### src/rtl/cam_capture_ctrl.sv
// Camera stream capture controller: frames a dual-pixel FVAL/LVAL/DVAL stream into
// linear frame-buffer writes, with single/continuous modes and geometry checking.
module cam_capture_ctrl #(
  parameter int unsigned PIXEL_WIDTH = 8,
  parameter int unsigned H_ACTIVE    = 640,
  parameter int unsigned V_ACTIVE    = 480,
  parameter int unsigned ADDR_WIDTH  = 19
) (
  input  logic                     CLK,
  input  logic                     RST,
  input  logic                     iSTART,
  input  logic                     iSINGLE,
  input  logic                     iSTOP,
  input  logic                     iABORT,
  input  logic                     iFVAL,
  input  logic                     iLVAL,
  input  logic                     iDVAL,
  input  logic [PIXEL_WIDTH-1:0]   iDATA_L,
  input  logic [PIXEL_WIDTH-1:0]   iDATA_R,
  output logic                     oWR_EN,
  output logic [ADDR_WIDTH-1:0]    oWR_ADDR,
  output logic [2*PIXEL_WIDTH-1:0] oWR_DATA,
  output logic                     oBUSY,
  output logic                     oFRAME_DONE,
  output logic                     oERR_LINE,
  output logic                     oERR_FRAME,
  output logic [15:0]              oFRAME_CNT
);

  localparam int unsigned PIX_W  = $clog2(H_ACTIVE + 1);
  localparam int unsigned LINE_W = $clog2(V_ACTIVE + 2);
  localparam logic [PIX_W-1:0]      PIX_MAX   = PIX_W'(H_ACTIVE);
  localparam logic [LINE_W-1:0]     LINE_MAX  = LINE_W'(V_ACTIVE);
  localparam logic [LINE_W-1:0]     LINE_SAT  = LINE_W'(V_ACTIVE + 1);
  localparam logic [ADDR_WIDTH-1:0] LINE_STEP = ADDR_WIDTH'(H_ACTIVE);

  typedef enum logic [1:0] {IDLE, WAIT_SOF, CAPTURE} state_t;

  state_t                  state;
  logic                    fval_d;
  logic                    lval_d;
  logic                    single;
  logic                    stop_pend;
  logic [PIX_W-1:0]        pix_cnt;
  logic [LINE_W-1:0]       line_cnt;
  logic [ADDR_WIDTH-1:0]   line_base;

  logic sof, eof, eol, beat, accept, overflow;
  logic [LINE_W-1:0] line_next;

  assign sof  = iFVAL & ~fval_d;
  assign eof  = ~iFVAL & fval_d;
  assign eol  = ~iLVAL & lval_d;
  assign beat = iFVAL & iLVAL & iDVAL;

  assign accept   = (state == CAPTURE) && beat && (pix_cnt < PIX_MAX) && (line_cnt < LINE_MAX);
  assign overflow = (state == CAPTURE) && beat && (pix_cnt == PIX_MAX) && (line_cnt < LINE_MAX);

  // Line count as it stands after this cycle's EOL, so a coincident EOF sees it.
  assign line_next = !eol ? line_cnt :
                     (line_cnt == LINE_SAT) ? line_cnt : line_cnt + LINE_W'(1);

  always_ff @(posedge CLK) begin
    if (RST) begin
      state       <= IDLE;
      fval_d      <= 1'b1;
      lval_d      <= 1'b1;
      single      <= 1'b0;
      stop_pend   <= 1'b0;
      pix_cnt     <= '0;
      line_cnt    <= '0;
      line_base   <= '0;
      oWR_EN      <= 1'b0;
      oWR_ADDR    <= '0;
      oWR_DATA    <= '0;
      oBUSY       <= 1'b0;
      oFRAME_DONE <= 1'b0;
      oERR_LINE   <= 1'b0;
      oERR_FRAME  <= 1'b0;
      oFRAME_CNT  <= '0;
    end else begin
      fval_d      <= iFVAL;
      lval_d      <= iLVAL;
      oFRAME_DONE <= 1'b0;
      // A beat accepted in an abort cycle still produces its write.
      oWR_EN      <= accept;
      if (accept) begin
        oWR_ADDR <= line_base + ADDR_WIDTH'(pix_cnt);
        oWR_DATA <= {iDATA_L, iDATA_R};
      end

      if (iABORT) begin
        state     <= IDLE;
        oBUSY     <= 1'b0;
        stop_pend <= 1'b0;
      end else begin
        case (state)
          IDLE: begin
            if (iSTART) begin
              state      <= WAIT_SOF;
              oBUSY      <= 1'b1;
              single     <= iSINGLE;
              oERR_LINE  <= 1'b0;
              oERR_FRAME <= 1'b0;
            end
          end
          WAIT_SOF: begin
            if (iSTOP) begin
              state     <= IDLE;
              oBUSY     <= 1'b0;
              stop_pend <= 1'b0;
            end else if (sof) begin
              state     <= CAPTURE;
              pix_cnt   <= '0;
              line_cnt  <= '0;
              line_base <= '0;
            end
          end
          CAPTURE: begin
            if (accept) pix_cnt <= pix_cnt + PIX_W'(1);
            if (overflow) oERR_LINE <= 1'b1;
            if (iSTOP) stop_pend <= 1'b1;
            if (eol) begin
              if ((pix_cnt != PIX_MAX) && (line_cnt < LINE_MAX)) oERR_LINE <= 1'b1;
              line_cnt  <= line_next;
              line_base <= line_base + LINE_STEP;
              pix_cnt   <= '0;
            end
            if (eof) begin
              if (line_next != LINE_MAX) oERR_FRAME <= 1'b1;
              oFRAME_DONE <= 1'b1;
              oFRAME_CNT  <= oFRAME_CNT + 16'd1;
              if (single || stop_pend || iSTOP) begin
                state     <= IDLE;
                oBUSY     <= 1'b0;
                stop_pend <= 1'b0;
              end else begin
                state <= WAIT_SOF;
              end
            end
          end
          default: begin
            state <= IDLE;
            oBUSY <= 1'b0;
          end
        endcase
      end
    end
  end

endmodule
### config.mk
export PLATFORM = sky130hd
export DESIGN_NAME = cam_capture_ctrl
export DESIGN_NICKNAME = d
export VERILOG_FILES = /design/src/rtl/cam_capture_ctrl.sv
export SDC_FILE = /design/constraint.sdc
export NUM_CORES = 1
export LEC_CHECK = 0
export ABC_AREA = 0
export CAP_MARGIN = 10
export CORE_UTILIZATION = 53
export DETAILED_ROUTE_END_ITERATION = 6
export PLACE_DENSITY_LB_ADDON = 0.25
export SLEW_MARGIN = 10
export SYNTH_ARGS = -nofsm -noshare
export SYNTH_HDL_FRONTEND = slang
export SYNTH_SLANG_ARGS = --single-unit
### constraint.sdc
create_clock -name CLK -period 2.7 [get_ports CLK]
set_clock_uncertainty 0.15 [all_clocks]
set_input_delay 0.27 -clock CLK [delete_from_list [all_inputs] [get_ports CLK]]
set_output_delay 0.27 -clock CLK [all_outputs]
set_load 0.01 [all_outputs]
[Word level (Yosys, flattened, before mapping)]
Index checks and enable logic that the tools add are counted.
Widths: inputs -> output; s select.
Cells by class
  add/subtract/negate cells: 5
  multiply operators: 0
  mux-type cells: 39
  equal/unequal tests: 16
  reduce and logical (&&, ||, !) cells: 22
  order comparisons: 2
  bitwise logic cells: 10
  div/mod/pow operators: 0
  shifts and indexed selects: 0
Operators with widths (count)
  $mux 19: 3
  $mux 9: 5
  $mux 10: 4
  $pmux 19 s2: 1
  $pmux 10 s2: 1
  $add 19x10->19: 1
  $add 19x10->19 const B: 1
  $pmux 9 s2: 1
  $add 16x1->16 const B: 1
  $mux 1: 15
  $reduce_and 5->1: 3
  $ne 2x2->1 const B: 6
  $reduce_and 3->1: 4
  $add 10x1->10 const B: 1
  $eq 10x10->1 const B: 1
  $lt 10x10->1 const B: 1
  $ne 10x10->1 const B: 1
  $add 9x1->9 const B: 1
  $eq 9x9->1 const B: 1
  $lt 9x9->1 const B: 1
  $ne 9x9->1 const B: 1
  $mux 2: 4
  $logic_and 1x1->1: 6
  $ne 3x3->1 const B: 2
  15 further kinds: 28
Storage, ports and cells
  memories kept: 0
  RAM bits: 0
  output and inout port bits: 56
  latch bits: 0
  bits of input ports: 25
  word-level logic and storage cells: 110
  register bits after elaboration: 100
  ROM bits: 0

[Logic depth before layout (Yosys ltp)]
Gate-level depths: netlist of the first run.
  word-level depth: 9
  mapped depth: 9
  gate-level depth less buffers: 7

[Worst setup path before layout of the first run]
No wires, ideal clock.
  path kind: register to register
  start point: register state[0]
  end point: register line_base[18]
  library setup time: 0.137 ns
  data arrival time: 1.702 ns
  clock period less this slack: 1.989 ns
  stages on the path, launching flop included: 9
  buffers on the path: 1
  required time: 2.413 ns
  slack: 0.711 ns
  cells stage by stage: dfxtp_1 inv_1 ha_1 nor2b_1 o21ai_1 buf_2 nor4_1 xnor2_1 nor2_1
Between the ends
  cells in the longest elaborated chain, start to end: 3
  elaborated cells on any way between the ends: 8
  those cells by class: eq/ne: 5; mux: 1; reduce/logical: 2
Ends and longest elaborated chain
  start: declaration: line 39  | state_t state;
  start signal: assignment: line 65  | state <= IDLE;
  start signal: assignment: line 93  | state <= IDLE;
  start signal: assignment: line 100  | state <= WAIT_SOF;
  $eq 2x2->1 / $eq 2x1->1 (equally long branches): line 97  | case (state)
  $ne 2x2->1 (no line) / $reduce_bool 2->1 (equally long branches)
  $reduce_and 5->1 (no line)
  end signal: assignment: line 126  | line_base <= line_base + LINE_STEP;
  end: declaration: line 46  | logic [ADDR_WIDTH-1:0] line_base;
Several ways; a longest one is shown, not always the timed one.
A chain may end at the register's enable or synchronous reset.

[Worst setup path in the final report of the first run]
  start point: register state[0]
  end point: register oFRAME_CNT[15]
Between the ends
  cells in the longest elaborated chain, start to end: 2
Ends and longest elaborated chain
  $eq 2x2->1: line 97
  $reduce_and 3->1 (no line)
  end signal: assignment: line 132  | oFRAME_CNT <= oFRAME_CNT + 16'd1;
  end: declaration: line 27  | output logic [15:0] oFRAME_CNT
Every way passes these cells.

==> key figures, run 1 <==
Cells and area
  – # nets final: 646
  – Utilization after layout: 0.6775
  – Share of layout cells above drive strength 1: 0.07680
  – Fill count: 702
  – Area Growth Syn to Fin: 22.95%
  – Final Instance Area: 0.005623 mm²
  – N_diodes: 0

Yosys
  – Post-synthesis xor/xnor area fraction: 0.07278
  – Seq cells post-synth: 93
  – Sequential area share after synthesis: 0.4071
  – Post-synth EDFFs: 0
  – Synthesized area per cell: 8.516 µm²
  – Simple-gate share of the synthesized area: 0.2605
  – Cells after synthesis: 537
  – Async SR Flop Fraction: 0
  – Yosys warnings: 0
  – Synth cell types: 67
  – Post-synth top flop: dfxtp_1
  – Area contributors post-synth: dfxtp_1 (41%), nand2_1 (5.9%), a21oi_1 (4.5%)
  – Synth area leader: dfxtp_1
  – Post-synth top area share: 0.4071
  – Syn nets: 576
  – Dominant combinational cell family by area after synthesis: simple AND/OR/NAND/NOR gates
  – Complex-gate fraction of the synthesized area: 0.1672
  – Mapped cell area: 0.004573 mm²
  – Mux cell area share after synthesis: 0.008755
  – Adder-cell share of the synthesized area: 0.03830

CTS
  – Clk slew on worst S/H paths: 100 ps
  – CTS Root Cell: clkbuf_8
  – Clk buf depth: 2
  – H-tree levels: 3
  – Clk_lat worst skew: 370 ps
  – Num Clock Sinks: 93
  – CTS tree: built
  – Cts hold-fix bufs: 0
  – PostCTS Resize Cnt: 0
  – Setup Fix Bufs, Post-CTS: 0
  – CTS buffer count: 9

Critical path
  – Slowest stage delay, CP: 360 ps
  – Worst Setup Start Kind: flop
  – Worst Path Arrival: 2320 ps
  – Critical path peak fanout: 11
  – Worst path slowest cell: and4bb_2
  – CP Buf/Inv Count: 2
  – Crit Path Class: reg2reg
  – Endpoint type of the worst setup path: flop
  – Crit path max-delay family: simple AND/OR/NAND/NOR gates
  – Crit path required time: 2810 ps
  – CP cell instances: inv_1 -> ha_1 -> buf_4 -> and4bb_2 -> nand4_4 -> nor4_1 -> xnor2_1 -> nor2_1

STA
  – Slew Limit Fails: 0
  – Actual transition at the worst max-transition pin: 699.1 ps
  – Final hold vios: 0
  – Setup TNS: 0 ps
  – Fmax: 452.0 MHz
  – Setup ws final: 487.5 ps
  – Min Clock Period, post-route: 2212 ps
  – Worst Hold Slack: 253.6 ps
  – Unrepaired setup endpoints after global routing: false
  – Final period util: 0.8194
  – Final setup fails: 0
  – Slew HR: 0.5319

Placement
  – Gpl congestion: 0.8402
  – Cell Area, Placed: 0.005419 mm²
  – HPWL after DPL: 7.120 mm
  – IO buf count: 80
  – Pre-CTS WS: 239.8 ps

Status
  – Status: finished clean

Detailed routing
  – DR vias/cell: 5.682
  – DRC errors left: 0
  – Avg WL per Cell: 13.96 µm
  – DRT Wirelength: 10.01 mm
  – Final ANT Viol Nets: 0
  – DR pass1 iterations: 7
  – Via Count: 4,074
  – Initial DRC Count: 187

Die
  – Die width: 94.89 µm
  – Top-level I/O count: 81
  – Initial Util: 0.5510
  – Row Count: 33
  – Core area: 0.008299 mm²
  – Die area: 0.009004 mm²
  – Chip height: 94.89 µm

Global route
  – First-pass GRT wire length: 16.66 mm
  – GRT Util Overall: 0.2345
  – Overflow after GRT: 0
  – Largest net degree at the start of global routing: 45
  – Antenna violations before repair: 0
  – Vias in the first global route: 3,589

Pwr
  – PD cells: 442.1 mW/mm²
  – Leak: 1.918 nW
  – Worst ir drop on vdd: 0.2586 mV

Flow run
  – Max-Cap Viols: 0

Min path
  – Worst min-delay path category: in2reg
## per-stage QoR
step           power [mW]  std cells
3_3_place_gp        1.552        701
4_1_cts             2.509        717
3_5_place_dp        1.555        701
2_1_floorplan       1.488        537
5_1_grt             2.579        717
6_report            2.486        717
## cell usage in the layout (no fill, tap or decap), types with 4 or more instances in the layout
master	n
inv_1	11
clkdlybuf4s50_1	79
dfxtp_1	93
mux2i_1	4
buf_4	10
ha_1	14
xnor2_1	20
nor4_1	11
xor2_1	18
nor2_1	52
clkbuf_8	9
a32oi_1	4
o211ai_1	4
o21ai_0	19
nand2_1	72
a21oi_1	41
o31ai_1	4
nor3_1	13
nand3_1	12
nor2b_1	6
and3_1	6
o21a_1	4
and2_1	4
or3_1	7
nand2b_1	6
a211oi_1	12
nand4_1	13
## power by group
| part | internal, mW | switching (mW) | total (mW) | leakage [nW] |
|---|---|---|---|---|
| clock network | 0.439 | 0.522 | 0.962 | 0.0968 |
| registers | 1.38 | 0.00641 | 1.38 | 0.750 |
| logic | 0.0651 | 0.0751 | 0.140 | 1.07 |
## per-layer routing
metal	vias up	part of all wire	global-route usage
li1	2047	-	-
met1	1892	0.47	0.3063
met2	121	0.46	0.3795
met3	14	0.051	0.04992
met4	0	0.012	0.08586
met5	-	0	0
## registers in the layout, indices dropped and copies added (netlist names), 2 cells and up
name and count:
pix_cnt 10, oFRAME_CNT 16, state 2, line_base 12, oWR_DATA 16, oWR_ADDR 19, line_cnt 9
## kinds of logic (layout without fill, tap and decap cells)
group                      count (synthesis)  in the layout
buffers and inverters                     42            117
adders and majority gates                 14             14
AOI/OAI and AO/OA                        116            116
other                                      1              1
and+or+nand+nor                          229            229
DFF                                       93             93
xor gates and xnor gates                  38             38
muxes                                      4              4
## area by class of cell
cell class	instances	area [µm²]	area share
Multi-Input combinational cell	402	2514	0.4470
Sequential cell	93	1862	0.3311
Timing Repair Buffer	90	870.8	0.1549
Tap cell	105	131.4	0.02336
Clock buffer	9	123.9	0.02203
Clock inverter	7	80.08	0.01424
Inverter	11	41.29	0.007343
## final timing paths
check	startpoint	end	slack, ps	cells past startpoint
setup / recovery	state[0]$_SDFFE_PP0P_	oFRAME_CNT[15]$_SDFFE_PP0P_	490	8
hold reg to reg	oWR_ADDR[8]$_SDFFE_PP0P_	oWR_ADDR[8]$_SDFFE_PP0P_	300	2
hold / removal	RST	oWR_ADDR[12]$_SDFFE_PP0P_	250	4
setup reg to reg	state[0]$_SDFFE_PP0P_	oFRAME_CNT[15]$_SDFFE_PP0P_	490	8
## tightest hold or removal path, stage by stage
cell and delay, ps:
buf_2 110, inv_1 170, o21ai_0 130, a21oi_1 40
## Yosys cell counts (all sizes together) (5+ instances only)
master,n
o21ai,21
ha,14
clkbuf,11
nor3,16
or3,8
a211oi,13
and4,5
a21oi,42
nand2,72
xor2,18
nand3,12
dfxtp,93
nor2,53
nand4,14
nor4,11
xnor2,20
nand2b,6
inv,11
buf,20
nor2b,6
and3,6
Power figures use the tool's default switching activity.
==> run 2, diff against run 1 <==
clock period = 2.29 ns   (was 2.7 ns; I/O delays follow)
==> run 2 against run 1 <==
  * Sequential power increased by 18%
  * Clock-buffer cell count stayed put
  * Critical path depth fell by 1
==> key figures, run 2 (same netlist as run 1, synthesis figures left out) <==
Detailed routing
  – DR pass1 iterations: 4 (-3)
  – Initial DRC Count: 235 (+26%)
  – DRC errors left: 0 (unchanged)
  – Final ANT Viol Nets: 0 (unchanged)
  – DR vias/cell: 5.666 (-0.29%)
  – Via Count: 4,153 (+1.9%)
  – Avg WL per Cell: 14.16 µm (+1.4%)
  – DRT Wirelength: 10.38 mm (+3.7%)

Cells and area
  – Final std cells w/o fill: 733 (+2.2%)
  – Commonest non-fill, non-tap cell in the layout: dfxtp_1
  – Utilization after layout: 0.6943 (+0.01673)
  – N_diodes: 0 (unchanged)
  – Final Instance Area: 0.005762 mm² (+2.5%)
  – Register bank with the most flops: oWR_ADDR
  – Share of layout cells above drive strength 1: 0.1051 (+0.02830)
  – # nets final: 662 (+2.5%)
  – Largest regs: oWR_ADDR (19), oFRAME_CNT (16), oWR_DATA (16)
  – Most frequent cells in the layout: dfxtp_1 (93), clkdlybuf4s50_1 (79), nand2_1 (72), nor2_1 (51), a21oi_1 (41)
  – Max reg flops: 19 (unchanged)
  – Area Growth Syn to Fin: 25.99%

Critical path
  – Crit path required time: 2420 ps (-390 ps)
  – Crit Path Class: reg2reg
  – Critical path peak fanout: 8 (-3)
  – Endpoint type of the worst setup path: flop
  – Worst Setup Start Kind: flop
  – Worst Path Arrival: 2310 ps (about the same)

Pwr
  – Clock share of power: 0.387 (about the same)
  – Fraction of power consumed by sequential logic: 0.553 (-0.004)
  – Switching share of power: 0.2444 (+0.001441)
  – Logic gate share of total power: 0.060 (+0.004)
  – Worst ir drop on vdd: 0.3156 mV (+22%)
  – PD cells: 512.4 mW/mm² (+16%)
  – Leak: 2.004 nW (+4.4%)
  – NetSw: 0.7215 mW (+19%)
  – Internal power: 2.231 mW (+19%)

Die
  – Core area: 0.008299 mm² (unchanged)
  – Chip height: 94.89 µm (unchanged)
  – Die width: 94.89 µm (unchanged)
  – Top-level I/O count: 81 (unchanged)
  – Row Count: 33 (unchanged)
  – Initial Util: 0.5510 (unchanged)
  – Die area: 0.009004 mm² (unchanged)

CTS
  – Clk_lat worst skew: 370 ps (about the same)
  – CTS Root Cell: clkbuf_8
  – Clk slew on worst S/H paths: 100 ps (about the same)
  – H-tree levels: 3 (unchanged)
  – Clk buf depth: 2 (unchanged)
  – CTS buffer count: 9 (unchanged)
  – CTS tree: built
  – Num Clock Sinks: 93 (unchanged)

STA
  – Min Clock Period, post-route: 2185 ps (-27.82 ps)
  – Final hold vios: 0 (unchanged)
  – Fmax: 457.7 MHz (+1.3%)
  – Slew Limit Fails: 0 (unchanged)
  – Unrepaired setup endpoints after global routing: false
  – Final period util: 0.9540 (+0.1346)
  – Final setup fails: 0 (unchanged)

Flow run
  – Max-Cap Viols: 0 (unchanged)

Global route
  – First-pass GRT wire length: 17.17 mm (+3.0%)
  – Overflow after GRT: 0 (unchanged)
  – Antenna violations before repair: 0 (unchanged)
  – Vias in the first global route: 3,735 (+4.1%)
  – Largest net degree at the start of global routing: 42 (-6.7%)
  – GRT Util Overall: 0.2408 (+0.006298)

Placement
  – Cell Area, Placed: 0.005532 mm² (+2.1%)
  – HPWL after DPL: 7.456 mm (+4.7%)
  – Placed cell count: 716 (+2.1%)
  – IO buf count: 80 (unchanged)
  – Gpl congestion: 0.8739 (+4.0%)

Min path
  – Worst min-delay path category: in2reg

Status
  – Status: finished clean
## run 2: area by class of cell
cell class              count  area (µm²)
inverters                  11       41.29
well taps                 105       131.4
multi-input cells         402        2529
clock buffers               9       123.9
clock inverters             7       80.08
flip-flops and latches     93        1862
repair buffers            106       994.7
fillers                   695        2537
## run 2: path summary, 6_finish.rpt
path | start | cells past startpoint | endpoint | slack (ps)
setup / recovery | state[0]$_SDFFE_PP0P_ | 7 | pix_cnt[8]$_SDFFE_PP0P_ | 110
hold / removal | iDATA_L[7] | 3 | oWR_DATA[15]$_SDFFE_PP0P_ | 240
setup reg to reg | state[0]$_SDFFE_PP0P_ | 7 | pix_cnt[8]$_SDFFE_PP0P_ | 110
hold reg to reg | oWR_DATA[15]$_SDFFE_PP0P_ | 2 | oWR_DATA[15]$_SDFFE_PP0P_ | 310
## run 2: metal layers
metal  global-route usage  wire length (µm)
met3              0.03382               533
met5                    0                 0
met2               0.3981              4846
met1               0.3117              4785
met4               0.1048               210
## run 2: power groups by stage
| stage | logic (mW) | registers (mW) | clock network (mW) |
|---|---|---|---|
| 2_1_floorplan | 0.0856 | 1.67 | 0 |
| 3_3_place_gp | 0.170 | 1.67 | 0 |
| 6_report | 0.177 | 1.63 | 1.14 |
| 4_1_cts | 0.175 | 1.63 | 1.17 |
| 5_1_grt | 0.193 | 1.63 | 1.24 |
| 3_5_place_dp | 0.173 | 1.67 | 0 |
## run 2: repair_timing
action                                  in CTS  in global routing
gates resized for setup                      2                  3
setup buffers                                0                  1
endpoints found under the setup margin      15                 24
hold buffers                                 0                  0
pin swaps                                    2                  3
## run 2: worst max-delay path, stage by stage, from the launching register on
cell and delay, ps:
dfxtp_1 360, inv_2 100, ha_4 170, nand4_1 210, or3_4 500, a211oi_2 260
a31oi_1 120, a211oi_1 230
## run 2: metrics by stage
stage | setup WS (ps) | power (mW) | hold WS, ps | setup TNS, ps
finish | 105.3 | 2.952 | 244.5 | 0
global route | 5.639 | 3.063 | 252.0 | 0
CTS | 30.50 | 2.973 | 234.6 | 0
detailed placement | -62.88 | 1.842 | 294.1 | -423.4
global placement | 5.667 | 1.839 | 292.1 | 0
floorplan | 301.3 | 1.755 | 185.6 | 0
